<file path="src/rtl/npc_pkg.sv">
// Shared types and default constants for the NPC sprite engine.
// Imported by the per-channel tracker and the top level.
package npc_pkg;

    typedef enum logic {
        WAIT = 1'b0,
        DRAW = 1'b1
    } npc_state_t;

    localparam int         SPR_W_DEF     = 40;
    localparam int         SPR_H_DEF     = 78;
    localparam logic [7:0] START_KEY_DEF = 8'h15;

endpackage

</file>
<file path="src/rtl/npc_channel.sv">
// One NPC car channel: window compare, WAIT/DRAW state machine and
// the sprite line counter that supplies the ROM row address.
module npc_channel
    import npc_pkg::*;
#(
    parameter int SPR_W   = SPR_W_DEF,
    parameter int SPR_H   = SPR_H_DEF,
    parameter int COORD_W = 10,
    parameter int ROW_W   = $clog2(SPR_H),
    parameter int COL_W   = $clog2(SPR_W)
) (
    input  logic               Clk,
    input  logic               Reset,
    input  logic [COORD_W-1:0] DrawX,
    input  logic [COORD_W-1:0] DrawY,
    input  logic [COORD_W-1:0] car_x,
    input  logic [COORD_W-1:0] car_y,
    input  logic               en,
    input  logic               hs_fall,
    output logic               in_draw,
    output logic [ROW_W-1:0]   row,
    output logic [COL_W-1:0]   col
);

    npc_state_t state;
    npc_state_t state_next;

    logic [COORD_W:0] x_ext;
    logic [COORD_W:0] y_ext;
    logic [COORD_W:0] x_lo;
    logic [COORD_W:0] y_lo;
    logic [COORD_W:0] x_hi;
    logic [COORD_W:0] y_hi;
    logic             x_in;
    logic             y_in;

    // One extra bit so a car near the right/bottom edge never wraps its bound.
    assign x_ext = {1'b0, DrawX};
    assign y_ext = {1'b0, DrawY};
    assign x_lo  = {1'b0, car_x};
    assign y_lo  = {1'b0, car_y};
    assign x_hi  = x_lo + (COORD_W + 1)'(SPR_W);
    assign y_hi  = y_lo + (COORD_W + 1)'(SPR_H);

    assign x_in = (x_ext >= x_lo) && (x_ext < x_hi);
    assign y_in = (y_ext >= y_lo) && (y_ext < y_hi);

    always_ff @(posedge Clk) begin
        if (!Reset) begin
            state <= WAIT;
        end else begin
            state <= state_next;
        end
    end

    // Leaving on !x_in covers both the right edge and a scan wrap back to X=0.
    always_comb begin
        state_next = state;
        case (state)
            WAIT: begin
                if (en && x_in && y_in) begin
                    state_next = DRAW;
                end
            end
            DRAW: begin
                if (!en || !x_in || !y_in) begin
                    state_next = WAIT;
                end
            end
            default: state_next = WAIT;
        endcase
    end

    always_ff @(posedge Clk) begin
        if (!Reset) begin
            col <= '0;
        end else begin
            col <= COL_W'(x_ext - x_lo);
        end
    end

    always_ff @(posedge Clk) begin
        if (!Reset || !en) begin
            row <= '0;
        end else if (hs_fall && y_in) begin
            if (row == ROW_W'(SPR_H - 1)) begin
                row <= '0;
            end else begin
                row <= row + 1'b1;
            end
        end
    end

    assign in_draw = (state == DRAW);

endmodule

</file>
<file path="src/rtl/npc_sprite_engine.sv">
// Multi-channel NPC car sprite engine: start latch, HS edge detect,
// lowest-index priority select across channels and sticky overlap flag.
module npc_sprite_engine
    import npc_pkg::*;
#(
    parameter int         NUM_NPC   = 4,
    parameter int         SPR_W     = SPR_W_DEF,
    parameter int         SPR_H     = SPR_H_DEF,
    parameter int         COORD_W   = 10,
    parameter logic [7:0] START_KEY = START_KEY_DEF,
    localparam int        ID_W      = (NUM_NPC > 1) ? $clog2(NUM_NPC) : 1,
    localparam int        ROW_W     = $clog2(SPR_H),
    localparam int        COL_W     = $clog2(SPR_W)
) (
    input  logic                       Clk,
    input  logic                       Reset,
    input  logic [COORD_W-1:0]         DrawX,
    input  logic [COORD_W-1:0]         DrawY,
    input  logic                       VGA_HS,
    input  logic [NUM_NPC*COORD_W-1:0] CarX,
    input  logic [NUM_NPC*COORD_W-1:0] CarY,
    input  logic [NUM_NPC-1:0]         npc_en,
    input  logic [7:0]                 keycode,
    input  logic                       gamereset,
    output logic                       DrawNPC,
    output logic [ID_W-1:0]            npc_id,
    output logic [ROW_W-1:0]           spr_row,
    output logic [COL_W-1:0]           spr_col,
    output logic                       npc_overlap
);

    logic               started;
    logic               hs_q;
    logic               hs_fall;
    logic [NUM_NPC-1:0] draw_vec;
    logic [ROW_W-1:0]   row_arr [NUM_NPC];
    logic [COL_W-1:0]   col_arr [NUM_NPC];
    logic               any_draw;
    logic               multi_draw;
    logic [ID_W-1:0]    win_id;
    logic [ROW_W-1:0]   win_row;
    logic [COL_W-1:0]   win_col;

    // HS is only sampled in the Clk domain; a fall is a high-to-low step.
    assign hs_fall = hs_q & ~VGA_HS;

    always_ff @(posedge Clk) begin
        if (!Reset) begin
            started <= 1'b0;
            hs_q    <= 1'b1;
        end else begin
            hs_q <= VGA_HS;
            if (keycode == START_KEY) begin
                started <= 1'b1;
            end
        end
    end

    for (genvar i = 0; i < NUM_NPC; i++) begin : g_chan
        npc_channel #(
            .SPR_W  (SPR_W),
            .SPR_H  (SPR_H),
            .COORD_W(COORD_W),
            .ROW_W  (ROW_W),
            .COL_W  (COL_W)
        ) u_chan (
            .Clk    (Clk),
            .Reset  (Reset),
            .DrawX  (DrawX),
            .DrawY  (DrawY),
            .car_x  (CarX[i*COORD_W +: COORD_W]),
            .car_y  (CarY[i*COORD_W +: COORD_W]),
            .en     (npc_en[i]),
            .hs_fall(hs_fall),
            .in_draw(draw_vec[i]),
            .row    (row_arr[i]),
            .col    (col_arr[i])
        );
    end

    // Scanning downward leaves the lowest active index as the winner.
    always_comb begin
        any_draw   = |draw_vec;
        multi_draw = (draw_vec & (draw_vec - 1'b1)) != '0;
        win_id     = '0;
        win_row    = '0;
        win_col    = '0;
        for (int i = NUM_NPC - 1; i >= 0; i--) begin
            if (draw_vec[i]) begin
                win_id  = ID_W'(i);
                win_row = row_arr[i];
                win_col = col_arr[i];
            end
        end
    end

    always_ff @(posedge Clk) begin
        if (!Reset) begin
            DrawNPC     <= 1'b0;
            npc_id      <= '0;
            spr_row     <= '0;
            spr_col     <= '0;
            npc_overlap <= 1'b0;
        end else begin
            DrawNPC <= any_draw & started & ~gamereset;
            npc_id  <= win_id;
            spr_row <= win_row;
            spr_col <= win_col;
            if (gamereset) begin
                npc_overlap <= 1'b0;
            end else if (multi_draw) begin
                npc_overlap <= 1'b1;
            end
        end
    end

endmodule

</file>
<file path="config.mk">
export PLATFORM = sky130hd
export DESIGN_NAME = npc_sprite_engine
export DESIGN_NICKNAME = d
export VERILOG_FILES = /design/src/rtl/npc_pkg.sv /design/src/rtl/npc_channel.sv /design/src/rtl/npc_sprite_engine.sv
export SDC_FILE = /design/constraint.sdc
export NUM_CORES = 1
export LEC_CHECK = 0
export ABC_AREA = 0
export CORE_ASPECT_RATIO = 2
export CORE_MARGIN = 8
export CORE_UTILIZATION = 50
export CTS_CLUSTER_DIAMETER = 200
export DETAILED_ROUTE_END_ITERATION = 8
export GPL_TIMING_DRIVEN = 0
export HOLD_SLACK_MARGIN = 0.03
export PLACE_DENSITY = 0.76
export SLEW_MARGIN = 20
export SYNTH_ARGS = -nofsm -noshare
export SYNTH_HDL_FRONTEND = slang
export SYNTH_SLANG_ARGS = --single-unit
</file>
<file path="constraint.sdc">
create_clock -name Clk -period 4.14 [get_ports Clk]
set_clock_uncertainty 0.2 [all_clocks]
set_input_delay 1.035 -clock Clk [delete_from_list [all_inputs] [get_ports Clk]]
set_output_delay 1.035 -clock Clk [all_outputs]
set_load 0.02 [all_outputs]
</file>
# Word level (Yosys, flattened, before mapping)
# Cells that the tools add are included.
[totals]
wordCells = 146
regBits = 75
in_bits = 116
[classes]
n_eq_ne = 5
n_reduce_logical = 50
n_addsub = 17
n_mux = 27
bitwise_logic = 11
magnitude_cmp = 16
[op_table]
columns = ["operator", "count"]
rows = [
  ["< comparator 10 x 11 -> 1 bit", 8],
  ["greater-or-equal comparator 10 bit", 8],
  ["2-to-1 mux 7 bit", 8],
  ["adder 10 x 6 -> 11 bit, second input constant", 4],
  ["adder 10 x 7 -> 11 bit, second input constant", 4],
  ["adder 7 x 1 -> 7 bit, second input constant", 4],
  ["== test 7 bit, second input constant", 4],
  ["2-to-1 mux 6 bit", 4],
  ["subtractor 6 bit", 4],
  ["logical AND 1 bit", 20],
  ["zero test 1 bit", 13],
  ["logical OR 1 bit", 12],
  ["2-to-1 mux 1 bit", 9],
  ["== test 8 x 5 -> 1 bit, second input constant", 1],
  ["one-hot mux 1 bit (2 select lines)", 4],
  ["NOT 1 bit", 7],
  ["bitwise AND 4 bit", 1],
  ["2-to-1 mux 2 bit", 2],
  ["nonzero test 4 bit", 1],
  ["OR reduction 2 bit", 2],
  ["OR reduction 4 bit", 1],
  ["subtractor 4 x 1 -> 4 bit, second input constant", 1],
  ["bitwise AND 1 bit", 3],
  ["OR reduction 3 bit", 1],
]

# Depth between registers and ports, before layout
[logic_depth]
word_depth = 8
depth_mapped = 13

# Modules after synthesis
# Synthesis repeated with hierarchy kept, for this count alone.
[hier_totals]
hier_cells = 919
area_unflattened_um2 = 7840.0
[modules_own_cells]
columns = ["mod", "instances", "area_each_um2", "seq_area_each_um2", "cells_per_inst"]
rows = [
  ["npc_channel (g_chan[1].u_chan ...)", 2, 1681.6, 280.3, 204],
  ["npc_channel (g_chan[2].u_chan)", 1, 1720.4, 280.3, 206],
  ["npc_channel (g_chan[0].u_chan)", 1, 1691.6, 280.3, 204],
  ["npc_sprite_engine", 1, 1064.8, 380.4, 101],
]

# Least setup slack after synthesis
# No wires, ideal clock.
[synth_path]
path_type = "input-to-reg"
start = "in CarY[21]"
end = "reg g_chan[2].u_chan.row[6]"
n_path_buf = 0
cell_stages = 11
t_arrival_ns = 3.095
setup_slack_ns = 0.728
setup_ns = 0.117
path_cell_list = "o311ai_2 -> and2_1 -> nor2_1 -> xnor2_1 -> ha_1 -> a21o_1 -> a21oi_1 -> o211a_1 -> a2bb2oi_4 -> o211ai_1 -> a32o_1"
[synth_between]
elab_chain_len = 4
word_cells_on_any_way = 5
[synth_rtl]
columns = ["item", "line_no", "source"]
rows = [
  ["from (decl)", "npc_sprite_engine.sv:21", "input logic [NUM_NPC*COORD_W-1:0] CarY,"],
  ["adder 10 x 7 -> 11 bit", "npc_channel.sv:43", "assign y_hi = y_lo + (COORD_W + 1)'(SPR_H);"],
  ["< comparator 10 x 11 -> 1 bit", "npc_channel.sv:46", "assign y_in = (y_ext >= y_lo) && (y_ext < y_hi);"],
  ["logical AND 1 bit (*)", "npc_channel.sv:46", ""],
  ["logical AND 1 bit (*)", "npc_channel.sv:85", "end else if (hs_fall && y_in) begin"],
  ["to (signal assigned)", "npc_channel.sv:89", "row <= row + 1'b1;"],
  ["to (decl)", "npc_channel.sv:21", "output logic [ROW_W-1:0] row,"],
]
# Every way passes the cells marked *; elsewhere a longest branch is shown, timed or not.
# A chain may end at the register's enable or synchronous reset.

# Worst setup path after layout
[layout_path]
start = "in CarY[11]"
end = "reg g_chan[1].u_chan.row[3]"
[layout_between]
elab_chain_len = 4
word_cells_on_any_way = 5
[layout_rtl]
columns = ["item", "line_no"]
rows = [
  ["adder 10 x 7 -> 11 bit", "npc_channel.sv:43"],
  ["< comparator 10 x 11 -> 1 bit", "npc_channel.sv:46"],
  ["logical AND 1 bit (*)", "npc_channel.sv:46"],
  ["logical AND 1 bit (*)", "npc_channel.sv:85"],
  ["to (signal assigned)", "npc_channel.sv:89"],
  ["to (decl)", "npc_channel.sv:21"],
]
# Marked as above.

==> results.md <==
* PwrDens at 246.9 nW/um^2
* CTS max path bufs at 2
* Final Hold Vio Count at 0
* Nets at 1403
* H-tree depth at 3
* Worst Tran Pin Value at 861.3 ps
* Vias in the first global route at 8315
* Fmax at 252.8 MHz
* Buffer count from post-CTS setup fixing at 0
* Synthesized Nets at 1260
* 1st-pass router iterations at 5
* Commonest cells after routing, fill and taps aside: ha_1 (160), clkdlybuf4s50_1 (132), nand2_1 (98), inv_1 (95), dfxtp_1 (75)
* Min-delay worst type: register to register
* Critical Path AT at 3990 ps
* Total CTS buffers at 9
* Initial Util at 0.5075
* Main area contributors after synthesis: ha_1 (25%), dfxtp_1 (19%), xnor2_1 (5.3%)
* Critical Path End Type: register
* RD Place Congestion at 0.9183
* Drt drc at 0
* Status: complete, no violations
* I/O Pins at 133
* EDFF count, synth at 0
* Antenna-violating nets left at 0
* #FFs+latches synth at 75
* Max cap viols at 0
* Ys async rst share at 0
* CTS tree: yes
* Via density at 5.935
* Avg WL per Cell at 18.32 um
* Die area at 20470 sq um
* # setup viols final at 0
* DRC marker count from the first detailed-route iteration at 424
* Global Route Usage Sum at 0.2357
* Clock slew at reported path FFs at 60 ps
* Total power at 2433 uW
* Rows at 65
* Final Critical Period at 3956 ps
* Inserted Diodes at 0
* Crit path max fanout at 10
* Cells after synthesis at 980
* Leakage at 0.004274 uW
* Top_reg_cell synth: dfxtp_1
* Pre-CTS setup slack at -160.2 ps
* Post-Route Setup TNS at 0 ps
* Worst EP required at 4170 ps
* Core ar. at 15700 sq um
* Pin count of the biggest net entering global routing at 17
* Clk root buf: clkbuf_16
* Worst hold margin at 247.3 ps
* Seq/Total Area, Yosys at 0.1885
* Vias at 7887
* Post-synthesis cell type count at 79
* Synthesized cell area at 7966 sq um
* Worst-Skew Late Latency at 340 ps
* RSZ-0062 raised after global routing: yes
* Share of layout cells above drive strength 1 at 0.04699
* Post-cts gate resize count at 0
* # hold bufs at CTS at 0
* VDD IR max at 206.6 uV
* Worst slew margin at 0.4205
* Area grow syn2layout at 23.72%
* Commonest non-fill, non-tap cell in the layout: ha_1
* First-pass GRT wire length at 39.23 mm
* Part of the cycle the worst path needs at 0.9557
* Setup crit start kind: primary input
* DP HPWL at 20.41 mm
* Die Height at 194.5 um
* Avg Cell Area, Syn at 8.129 sq um
* Warnings, synthesis at 0
* Die W at 105.3 um
* Port bufs at 132
* Cell accounting for the most synthesized area: ha_1
* Grt ovf at 0
* Critical setup path kind: primary input to register
* Initial antenna violation count at 0
* Final WL at 24.34 mm
* Final worst setup slack at 183.6 ps
* Synth top area share at 0.2513
* Final slew viol count at 0
* Clock sinks at 75
cells by family (layout without fill, tap and decap cells):
family                   count (synthesis)  in the layout  synth area share
flip-flops                              75             75            0.1885
multiplexers                            10             10           0.01257
adder cells (fa/ha/maj)                165            165            0.2626
AO/OA/AOI/OAI                          241            241            0.2232
XOR/XNOR                                56             56           0.06157
buffers and inverters                  115            263           0.05434
AND/OR/NAND/NOR                        318            318            0.1973
synthesized netlist by cell type, types with 8 or more instances:
library cell,number
nor3_1,26
nand2b_1,15
a211oi_1,18
o211ai_1,9
and3_1,11
o21ai_0,39
nor2b_1,13
mux2i_1,10
o21a_1,9
a21o_1,9
dfxtp_1,75
nand3_1,29
or3_1,9
nand4_1,16
xnor2_1,48
nand2_1,98
inv_1,95
and2_1,9
xor2_1,8
nor2_1,62
ha_1,160
clkbuf_1,17
o2111ai_1,8
a21oi_1,71
per-stage QoR:
step | utilization | cells | instance area [sq um]
floorplan | - | 980 | 7966
global placement | 0.6077 | 1313 | 9539
detailed placement | 0.6077 | 1313 | 9539
CTS | 0.6275 | 1329 | 9849
global route | 0.6279 | 1329 | 9856
finish | 0.6279 | 1329 | 9856
layer usage:
metal | GRT usage | up-vias | part of all wire
met5 | 0 | - | 0
met4 | 0.1747 | 0 | 0.068
met3 | 0.02916 | 97 | 0.039
met2 | 0.4654 | 256 | 0.56
met1 | 0.2062 | 3687 | 0.34
li1 | - | 3847 | -
flip-flops by register name, summed over array words and instances, names as in the netlist:
name	count
g_chan.u_chan.in_draw	4
hs_q	1
npc_overlap	1
spr_col	6
npc_id	2
g_chan.u_chan.row	28
g_chan.u_chan.col	24
spr_row	7
DrawNPC	1
started	1
where the power goes:
part / switching, uW / leakage (uW) / total, uW / internal (uW)
Clock: 337 / 0.000154 / 818 / 482
Sequential: 13.0 / 0.000611 / 766 / 753
Combinational: 462 / 0.00351 / 849 / 387
Total: 811 / 0.00427 / 2430 / 1620
final timing paths:
path                           startpoint                      end  slack [ps]  depth (start not counted)
setup / recovery                 CarY[11]  g_chan[1].u_chan.row[3]         180                         14
hold / removal    g_chan[0].u_chan.col[2]               spr_col[2]         250                          2
setup reg to reg                     hs_q  g_chan[0].u_chan.row[2]        1800                          5
hold reg to reg   g_chan[0].u_chan.col[2]               spr_col[2]         250                          2
critical path: stages:
cell,delay [ps]
clkdlybuf4s50_1,560
inv_1,90
ha_1,230
nand2_1,120
a31oi_1,150
nor3_1,200
xnor2_1,150
ha_1,260
nand3_1,120
a21o_1,120
a21oi_2,50
o31ai_4,430
o2111ai_1,180
a32o_1,280
final cells by class:
cell class              instances  area (sq um)
flip-flops and latches         75          1501
inverters                      96         360.3
multi-input cells             790          6038
plain buffers                  19         72.57
well taps                     201         251.5
clock buffers                   9         225.2
repair buffers                132          1321
fillers                      1430          5841
clock inverters                 7         85.08
Note: power is estimated with default switching activity, not from simulation.
